===== config.mk =====
export PLATFORM = sky130hd
export DESIGN_NAME = execute_unit
export DESIGN_NICKNAME = d
export VERILOG_FILES = /design/src/rtl/execute_unit.sv
export SDC_FILE = /design/constraint.sdc
export NUM_CORES = 1
export LEC_CHECK = 0
export ABC_AREA = 0
export BUFFER_PORTS_ARGS = -buffer_cell sky130_fd_sc_hd__buf_4
export CAP_MARGIN = 40
export CORE_MARGIN = 10
export CORE_UTILIZATION = 50
export DETAILED_ROUTE_END_ITERATION = 10
export HOLD_SLACK_MARGIN = 0.05
export PLACE_DENSITY = 0.71
export REMOVE_ABC_BUFFERS = 1
export SKIP_LAST_GASP = 1
export SLEW_MARGIN = 40
export SYNTH_ARGS = -nofsm -noshare
export SYNTH_HDL_FRONTEND = slang
export SYNTH_SLANG_ARGS = --single-unit

===== constraint.sdc =====
create_clock -name clk -period 8.8 [get_ports clk]
set_input_delay 0.88 -clock clk [delete_from_list [all_inputs] [get_ports clk]]
set_output_delay 0.88 -clock clk [all_outputs]
set_load 0.03 [all_outputs]

===== src/rtl/execute_unit.sv =====
// Execute stage: operand select/forwarding, single-cycle ALU, branch resolution and an
// iterative shift-add multiplier that stalls the unit for WIDTH cycles.
module execute_unit #(
  parameter int unsigned WIDTH = 16,
  parameter int unsigned SHW   = 4
) (
  input  logic             clk,
  input  logic             rst,
  input  logic             in_valid,
  output logic             in_ready,
  input  logic             flush,
  input  logic [WIDTH-1:0] op1,
  input  logic [WIDTH-1:0] op2,
  input  logic [WIDTH-1:0] inport,
  input  logic [WIDTH-1:0] immediate,
  input  logic [WIDTH-1:0] shamt,
  input  logic [WIDTH-1:0] fwd_exmem,
  input  logic [WIDTH-1:0] fwd_memwb,
  input  logic [4:0]       alu_op,
  input  logic [1:0]       alu_src,
  input  logic [1:0]       fwd1_sel,
  input  logic [1:0]       fwd2_sel,
  input  logic             inport_en,
  input  logic             branch,
  input  logic [1:0]       jmp_cond,
  output logic             out_valid,
  output logic [WIDTH-1:0] result,
  output logic [WIDTH-1:0] mem_addr,
  output logic [2:0]       ccr,
  output logic             br_taken,
  output logic [WIDTH-1:0] br_target
);

  localparam logic [4:0] OpNop  = 5'h00;
  localparam logic [4:0] OpMov  = 5'h01;
  localparam logic [4:0] OpAdd  = 5'h02;
  localparam logic [4:0] OpSub  = 5'h03;
  localparam logic [4:0] OpAnd  = 5'h04;
  localparam logic [4:0] OpOr   = 5'h05;
  localparam logic [4:0] OpNot  = 5'h06;
  localparam logic [4:0] OpInc  = 5'h07;
  localparam logic [4:0] OpDec  = 5'h08;
  localparam logic [4:0] OpShl  = 5'h09;
  localparam logic [4:0] OpShr  = 5'h0A;
  localparam logic [4:0] OpSetc = 5'h0B;
  localparam logic [4:0] OpClrc = 5'h0C;
  localparam logic [4:0] OpMul  = 5'h0D;

  localparam int unsigned CntW = $clog2(WIDTH);
  localparam logic [CntW-1:0] CntLast = CntW'(WIDTH - 1);

  typedef enum logic [0:0] {StIdle, StMulBusy} state_e;

  state_e            state_q;
  logic [WIDTH-1:0]  result_q, mem_addr_q, br_target_q;
  logic [2:0]        ccr_q;
  logic              out_valid_q, br_taken_q;
  logic [WIDTH-1:0]  acc_q, mcand_q, mplier_q;
  logic [CntW-1:0]   cnt_q;

  logic [WIDTH-1:0]  a_base, a_opnd, bf_opnd, b_opnd;
  logic [SHW-1:0]    sh_amt;
  logic [WIDTH:0]    add_full, inc_full, shl_full, shr_full;
  logic [WIDTH-1:0]  alu_res, acc_nxt;
  logic              c_flag, upd_zn, cond_met, br_take, accept, start_mul;
  logic [2:0]        alu_flags, sc_flags;

  assign in_ready = (state_q == StIdle);

  // Operand selection: inport override, then forwarding; B picks forwarded op2 or an immediate.
  always_comb begin
    a_base = inport_en ? inport : op1;
    case (fwd1_sel)
      2'd1:    a_opnd = fwd_exmem;
      2'd2:    a_opnd = fwd_memwb;
      default: a_opnd = a_base;
    endcase
    case (fwd2_sel)
      2'd1:    bf_opnd = fwd_exmem;
      2'd2:    bf_opnd = fwd_memwb;
      default: bf_opnd = op2;
    endcase
    case (alu_src)
      2'd0:    b_opnd = bf_opnd;
      2'd2:    b_opnd = shamt;
      default: b_opnd = immediate;
    endcase
  end

  assign sh_amt   = b_opnd[SHW-1:0];
  assign add_full = {1'b0, a_opnd} + {1'b0, b_opnd};
  assign inc_full = {1'b0, a_opnd} + {{WIDTH{1'b0}}, 1'b1};
  // The extra bit on each shift captures the last bit pushed out.
  assign shl_full = {1'b0, a_opnd} << sh_amt;
  assign shr_full = {a_opnd, 1'b0} >> sh_amt;

  always_comb begin
    alu_res = result_q;
    c_flag  = ccr_q[2];
    upd_zn  = 1'b0;
    case (alu_op)
      OpMov: begin alu_res = a_opnd; upd_zn = 1'b1; end
      OpAdd: begin alu_res = add_full[WIDTH-1:0]; c_flag = add_full[WIDTH]; upd_zn = 1'b1; end
      OpSub: begin alu_res = a_opnd - b_opnd; c_flag = (a_opnd < b_opnd); upd_zn = 1'b1; end
      OpAnd: begin alu_res = a_opnd & b_opnd; upd_zn = 1'b1; end
      OpOr:  begin alu_res = a_opnd | b_opnd; upd_zn = 1'b1; end
      OpNot: begin alu_res = ~a_opnd; upd_zn = 1'b1; end
      OpInc: begin alu_res = inc_full[WIDTH-1:0]; c_flag = inc_full[WIDTH]; upd_zn = 1'b1; end
      OpDec: begin
        alu_res = a_opnd - {{(WIDTH-1){1'b0}}, 1'b1};
        c_flag  = (a_opnd == '0);
        upd_zn  = 1'b1;
      end
      OpShl: begin
        alu_res = shl_full[WIDTH-1:0];
        if (sh_amt != '0) c_flag = shl_full[WIDTH];
        upd_zn = 1'b1;
      end
      OpShr: begin
        alu_res = shr_full[WIDTH:1];
        if (sh_amt != '0) c_flag = shr_full[0];
        upd_zn = 1'b1;
      end
      OpSetc: c_flag = 1'b1;
      OpClrc: c_flag = 1'b0;
      OpNop:  ;
      default: ;
    endcase
  end

  assign alu_flags = {c_flag,
                      upd_zn ? alu_res[WIDTH-1] : ccr_q[1],
                      upd_zn ? (alu_res == '0)  : ccr_q[0]};

  // Conditions test the flags held before this instruction; a taken conditional consumes its flag.
  always_comb begin
    case (jmp_cond)
      2'd1:    cond_met = ccr_q[0];
      2'd2:    cond_met = ccr_q[1];
      2'd3:    cond_met = ccr_q[2];
      default: cond_met = 1'b1;
    endcase
    br_take  = branch & cond_met;
    sc_flags = alu_flags;
    if (br_take) begin
      case (jmp_cond)
        2'd1:    sc_flags[0] = 1'b0;
        2'd2:    sc_flags[1] = 1'b0;
        2'd3:    sc_flags[2] = 1'b0;
        default: ;
      endcase
    end
  end

  assign accept    = in_valid & in_ready & ~flush;
  // A branch never starts the multiplier; MUL on a branch slot acts as a NOP.
  assign start_mul = accept & (alu_op == OpMul) & ~branch;
  assign acc_nxt   = acc_q + (mplier_q[0] ? mcand_q : '0);

  always_ff @(posedge clk or negedge rst) begin
    if (!rst) begin
      state_q     <= StIdle;
      result_q    <= '0;
      mem_addr_q  <= '0;
      br_target_q <= '0;
      ccr_q       <= '0;
      out_valid_q <= 1'b0;
      br_taken_q  <= 1'b0;
      acc_q       <= '0;
      mcand_q     <= '0;
      mplier_q    <= '0;
      cnt_q       <= '0;
    end else begin
      out_valid_q <= 1'b0;
      br_taken_q  <= 1'b0;
      if (flush) begin
        state_q <= StIdle;
      end else begin
        case (state_q)
          StIdle: begin
            if (start_mul) begin
              acc_q    <= '0;
              mcand_q  <= a_opnd;
              mplier_q <= b_opnd;
              cnt_q    <= '0;
              state_q  <= StMulBusy;
            end else if (accept) begin
              result_q    <= alu_res;
              mem_addr_q  <= branch ? a_opnd : bf_opnd;
              ccr_q       <= sc_flags;
              out_valid_q <= 1'b1;
              if (br_take) begin
                br_taken_q  <= 1'b1;
                br_target_q <= a_opnd;
              end
            end
          end
          StMulBusy: begin
            acc_q    <= acc_nxt;
            mcand_q  <= {mcand_q[WIDTH-2:0], 1'b0};
            mplier_q <= {1'b0, mplier_q[WIDTH-1:1]};
            cnt_q    <= cnt_q + CntW'(1);
            if (cnt_q == CntLast) begin
              result_q    <= acc_nxt;
              ccr_q       <= {ccr_q[2], acc_nxt[WIDTH-1], (acc_nxt == '0)};
              out_valid_q <= 1'b1;
              state_q     <= StIdle;
            end
          end
          default: state_q <= StIdle;
        endcase
      end
    end
  end

  assign out_valid = out_valid_q;
  assign result    = result_q;
  assign mem_addr  = mem_addr_q;
  assign ccr       = ccr_q;
  assign br_taken  = br_taken_q;
  assign br_target = br_target_q;

endmodule


Word-level counts from Yosys, hierarchy flattened
Index checks and enable logic that the tools add are counted.
Operators by class
  order comparisons: 1
  bitwise gates (word level): 12
  equal/unequal tests: 26
  multiplexer cells: 48
  $add $sub $neg: 6
  reductions and logical operators: 11
  shifts and indexed selects: 2
Operators with widths (number)
  $pmux 16 s2: 7
  $pmux 16 s10: 1
  $mux 16: 9
  $logic_not 16->1: 3
  $eq 5x4->1 const B: 6
  $eq 5x3->1 const B: 4
  $mux 1: 20
  $add 16x1->17 const B: 1
  $add 16x16->17: 1
  $shl 16x4->17: 1
  $shr 17x4->17: 1
  $add 16x16->16: 1
  $and 16x16->16: 1
  $lt 16x16->1: 1
  $not 16->16: 1
  $or 16x16->16: 1
  $sub 16x1->16 const B: 1
  $sub 16x16->16: 1
  $reduce_and 4->1: 3
  $eq 2x2->1 const B: 5
  $eq 5x2->1 const B: 2
  $reduce_or 10->1: 1
  $mux 3: 3
  $pmux 1 s8: 1
  18 further kinds: 30
Word-level totals
  input bits: 131
  output and inout bits: 54
  register bits after elaboration: 106
  word-level logic and storage cells: 118

Longest topological paths before layout
  depth after elaboration: 12
  gate-level depth with buffers: 26
  depth with buffers taken out: 23

Worst setup path after synthesis
Ideal clock, no wire load.
  path type: input -> register
  start: in fwd2_sel[0]
  end: reg ccr_q[0] (netlist: ccr[0])
  slack: 3.414 ns
  setup time: 0.095 ns
  data arrival time: 5.290 ns
  data required time: 8.705 ns
  path buffers: 3
  stages on the path: 22
  path through: inv_1 -> ha_1 -> or3_1 -> buf_6 -> o22ai_1 -> nor2_1 -> clkbuf_1 -> clkbuf_1 -> ha_1 -> fa_1 -> a21o_1 -> a211oi_1 -> nor3_1 -> nor4_1 -> o21ai_0 -> a2111oi_2 -> a32oi_1 -> a2111oi_2 -> nand4_1 -> nor4b_2 -> a32oi_1 -> o31ai_1
On the way
  word-level cells in the longest chain between the ends: 12
  elaborated cells between the ends (all ways): 18
  classes of those cells: 2 x add/sub; 2 x eq/ne; 2 x shift; 9 x mux; 2 x bitwise; 1 x reduce/logical
Ends and longest elaborated chain
  start: declaration: line 22  | input logic [1:0] fwd2_sel,
  $eq 2x2->1 / $eq 2x1->1 (equally long branches): line 78  | case (fwd2_sel)
  $pmux 16 s2 (*): line 78
  $pmux 16 s2 (*): line 83  | case (alu_src)
  $sub 16x16->16 (tied with other cells): line 104  | OpSub: begin alu_res = a_opnd - b_opnd; c_flag = (a_opnd < b_opnd); upd_zn = 1'b1; end
  $pmux 16 s10 (*): line 101  | case (alu_op)
  $logic_not 16->1 (*): line 133  | upd_zn ? (alu_res == '0) : ccr_q[0]};
  $mux 1 (*): line 133
  $mux 1: line 146  | case (jmp_cond)
  $mux 3 (*): line 145  | if (br_take) begin
  $mux 3 (*): line 187  | end else if (accept) begin
  $mux 3 (*): line 181  | if (start_mul) begin
  $pmux 3 s2 (*): line 179  | case (state_q)
  end signal: assignment: line 190  | ccr_q <= sc_flags;
  end signal: assignment: line 205  | ccr_q <= {ccr_q[2], acc_nxt[WIDTH-1], (acc_nxt == '0)};
  end: declaration: line 56  | logic [2:0] ccr_q;
Every way passes the cells marked *; elsewhere a longest branch is shown, timed or not. The select of a mux whose other input is x is not followed.
A chain may end at the register's enable or synchronous reset.

Worst setup path in the final report
Ends and elaborated chain as after synthesis.

==> impl_summary.log <==
INFO  metric run_status = finished, final reports clean
INFO  metric all_layer_gr_usage = 0.339
INFO  metric final_cells = between 2000 and 2500
INFO  metric worstPathBufferInverterCount = 6
INFO  metric post_cts.resized_instances = 0
INFO  metric yosys_register_bits = around 110
INFO  metric final.setup_skew = 25.7 ps
INFO  metric synth_edf_count = 0
INFO  metric muxShareOfSynthArea = 0.0343
INFO  metric hold_path_class = reg -> reg
INFO  metric wire_length_of_the_first_global_routing_pass = 82.7 mm
INFO  metric clock_tree.htree_level_count = 3
INFO  metric worst_ep_required_time = just over 9000 ps
INFO  metric cts_root_buf = clkbuf_16
INFO  metric kind_of_cell_adding_the_most_delay_to_the_critical_path = compound AO/OA/AOI/OAI gates
INFO  metric number_of_antenna_violations_at_the_first_check_in_global_routing = 3
INFO  metric layout-drive-gt1-share = 0.151
INFO  metric detailed_place_hpwl = about 42 mm
INFO  metric placed_cells_incl_taps = ~2100
INFO  metric clk_path_buf_depth = 2
INFO  metric grt_start_max_net_pins = 83
INFO  metric total_number_of_clock_tree_sinks = approximately 110
INFO  metric max-cap-violations = 0
INFO  metric drt_drc_violations_left = 0
INFO  metric clkSlewWorstSetupHoldPaths = roughly 110 ps
INFO  metric postLayoutCellArea = ~14000 um2
INFO  metric final_slew_violations = 0
INFO  metric first_drt_pass_iteration_count = 6
INFO  metric gr-total-overflow = 0
INFO  metric timing.critical_path.slowest_cell_delay = slightly above 500 ps
INFO  metric ant_nets = 0
INFO  metric yosysWarnings = 0
INFO  metric portBuffers = 184
INFO  metric synth_async_sr_flop_share = 1.00
INFO  metric via_count = approximately 14000
INFO  metric post_cts_repair_setup_buffers = 0
INFO  metric power.leakage = ~6.1 nW
INFO  metric routed_wire_length_per_instance = between 20 and 30 um
INFO  metric unrepaired_setup_endpoints_after_global_routing = no
INFO  metric cts_buf_count = 9
INFO  metric totalNegativeSetupSlack = 0 ps
INFO  metric timing_hold_violations_final = 0
INFO  metric syn-mean-instance-area = 7.12 um2
INFO  metric cp-end-kind = flip-flop
INFO  metric post_dp_cell_area = 13700 um2
INFO  metric finalNetCount = just over 2000
INFO  metric finalCritPeriodShare = 0.703
INFO  metric clock_insertion_delay_worst_skew = 380 ps
INFO  metric dr.first_iter.drc_count = between 1500 and 2000
INFO  metric start_util = 0.505
INFO  metric post_synth_inst_count = 1715
INFO  metric timing.fmax = between 150 and 200 MHz
INFO  metric cts_tree = yes
INFO  metric setup.worst_path.start_class = input port
INFO  metric cp.arrival = approximately 6500 ps
INFO  metric die_h = ~180 um
INFO  metric synth_cell_types = between 70 and 80
INFO  metric synth-compound-area-share = 0.362
INFO  metric synth_top_family_by_area = compound AO/OA/AOI/OAI gates
INFO  metric grt_pass1_vias = ~14000
INFO  metric critical_path_top_delay_cell = a2111oi_2
INFO  metric post_cts_hold_buffer_count = 0
INFO  metric period_minus_slack = 6190 ps
INFO  metric vdd_drop_max = between 0.1 and 0.15 mV
INFO  metric fraction_of_the_mapped_netlist_area_in_adder_cells = 0.0751
INFO  metric nFillCells = about 2300
INFO  metric seq_area_frac_synth = 0.217
INFO  metric slew-limit-headroom = 0.418
INFO  metric tightest_slew = a little under 900 ps
INFO  metric area.growth.synth_to_final = 15.2%
INFO  metric io_pins = approximately 190
INFO  metric ys_dominant_reg_cell = dfrtp_1
INFO  metric core_area = about 24000 um2
INFO  metric synth_xor_xnor_area_share = 0.0294
INFO  metric routabilityCongestion = 1.06
INFO  metric critical_path.most_common_cell = buf_4
INFO  metric finalSetupViolCount = 0
INFO  metric routed_wl = between 50 and 60 mm
INFO  metric die_area = just over 30000 um2
INFO  metric worstPathCellList = buf_4 -> inv_1 -> ha_1 -> buf_4 -> or3_1 -> or2_1 -> nand2_1 -> buf_4 -> inv_1 -> buf_4 -> fa_1 -> a21o_1 -> a211oi_1 -> nor3_1 -> nor4_1 -> o21ai_0 -> a2111oi_2 -> a32oi_1 -> a2111oi_2 -> nand4_1 -> nor4b_2 -> a32oi_1 -> o31ai_1
INFO  metric power_per_unit_of_standard_cell_area = ~160 nW/um2
INFO  metric synthesis.area = 12200 um2
INFO  metric row_count = 57
INFO  metric timing_worst_setup_path_type = in -> reg
INFO  metric floorplan.die.width = 176 um
INFO  metric detail_route.vias_per_cell = ~6.7
INFO  metric crit_path_max_fanout = between 40 and 50
INFO  metric design_power_total = roughly 2.2 mW
INFO  metric final_core_utilization = 0.581
INFO  metric synth-simple-area-share = 0.218
==> synth_stat cells (11+ instances only) <==
library cell  instances  area (um2)
nor2_1              191         717
a21oi_1             189         946
o21ai_0             173         866
nand2_1             168         631
dfrtp_1             106        2650
clkbuf_1             96         360
ha_1                 70         876
nor3_1               61         305
inv_1                48         180
o211ai_1             43         323
nand3_1              42         210
a211oi_1             36         270
mux2i_1              34         340
xnor2_1              32         280
a22oi_1              25         188
a21o_1               23         173
a22o_1               23         201
a221oi_1             20         175
and2_1               20         125
buf_2                16        80.1
nand4_1              14        87.6
a31oi_1              12        75.1
o21a_1               12        90.1
o22ai_1              12        75.1
o31ai_1              12        90.1
and3_1               11        68.8
buf_1                11        41.3
nor2b_1              11        68.8
nor3b_1              11        82.6
==> worst reg2reg max path: stages (launching register included) <==
cell,delay (ps)
dfrtp_2,360
buf_6,500
inv_1,460
nor2_1,250
nand4_1,380
and2_1,570
inv_1,600
o2111ai_1,210
a211oi_1,350
o211ai_1,220
a211oi_1,450
o2111ai_1,220
nor4b_2,300
a32oi_1,130
o31ai_1,100
==> path summary, 6_finish.rpt <==
| check | startpoint | to | slack (ps) | depth (start not counted) |
|---|---|---|---|---|
| worst max-delay path | fwd2_sel[0] | ccr[0]$_DFFE_PN0P_ | 2610 | 23 |
| worst min-delay path | mem_addr[2]$_DFFE_PN0P_ | mem_addr[2]$_DFFE_PN0P_ | 490 | 2 |
| worst max register to register | state_q$_DFF_PN0_ | ccr[0]$_DFFE_PN0P_ | 3630 | 14 |
| worst min register to register | mem_addr[2]$_DFFE_PN0P_ | mem_addr[2]$_DFFE_PN0P_ | 490 | 2 |
| max in group asynchronous | rst | state_q$_DFF_PN0_ | 7240 | 2 |
| min in group asynchronous | rst | mem_addr[3]$_DFFE_PN0P_ | 510 | 1 |
==> layer usage <==
metal | part of all wire | vias to the layer above | GRT usage
li1 | - | 6534 | -
met1 | 0.40 | 6713 | 0.429
met2 | 0.44 | 951 | 0.533
met3 | 0.11 | 178 | 0.0880
met4 | 0.047 | 4 | 0.154
met5 | 0.00062 | - | 0
==> kinds of logic (layout without fill, tap and decap cells) <==
family | count (synthesis) | count (layout)
xor+xnor | 41 | 41
simple gates | 579 | 579
buf+inv | 192 | 293
other cells | 0 | 1
compound gates | 684 | 684
flops | 106 | 106
mux | 41 | 41
fa+ha+maj | 72 | 72
==> through the flow <==
step / setup slack [ps] / hold slack, ps
after floorplan: 2300 / 450
after global placement: 2450 / 462
after detailed placement: 2420 / 472
after CTS: 2780 / 492
after global routing: 2210 / 507
final: 2610 / 488
==> flip-flops by register name, indices dropped and copies added (netlist names), 3 cells and up <==
register,count
acc_q,16
ccr,3
mem_addr,16
mcand_q,16
result,16
br_target,16
mplier_q,16
cnt_q,4
==> where the power goes <==
group | leakage, nW | internal [mW] | switching (mW)
registers | 1.40 | 0.553 | 0.0543
clock network | 0.152 | 0.207 | 0.248
logic | 4.57 | 0.388 | 0.758
total | 6.12 | 1.15 | 1.06
==> layout by cell type, fill, tap and decap left out, drive strengths merged, types with 34 or more instances in the layout <==
cell type	n
a211oi	36
a21oi	191
buf	215
dfrtp	106
ha	70
inv	55
mux2i	34
nand2	168
nand3	42
nor2	191
nor3	61
o211ai	43
o21ai	174
==> area by class of cell <==
| cell class | instances | area [um2] | area share |
|---|---|---|---|
| tap | 324 | 405 | 0.0288 |
| clock buffer | 9 | 225 | 0.0160 |
| inverter | 62 | 233 | 0.0166 |
| sequential | 106 | 2650 | 0.189 |
| multi-input combinational | 1417 | 8820 | 0.628 |
| timing repair buffer | 215 | 1620 | 0.115 |
| antenna | 1 | 2.50 | 0.000178 |
| clock inverter | 7 | 91.3 | 0.00650 |
Power figures use the tool's default switching activity.
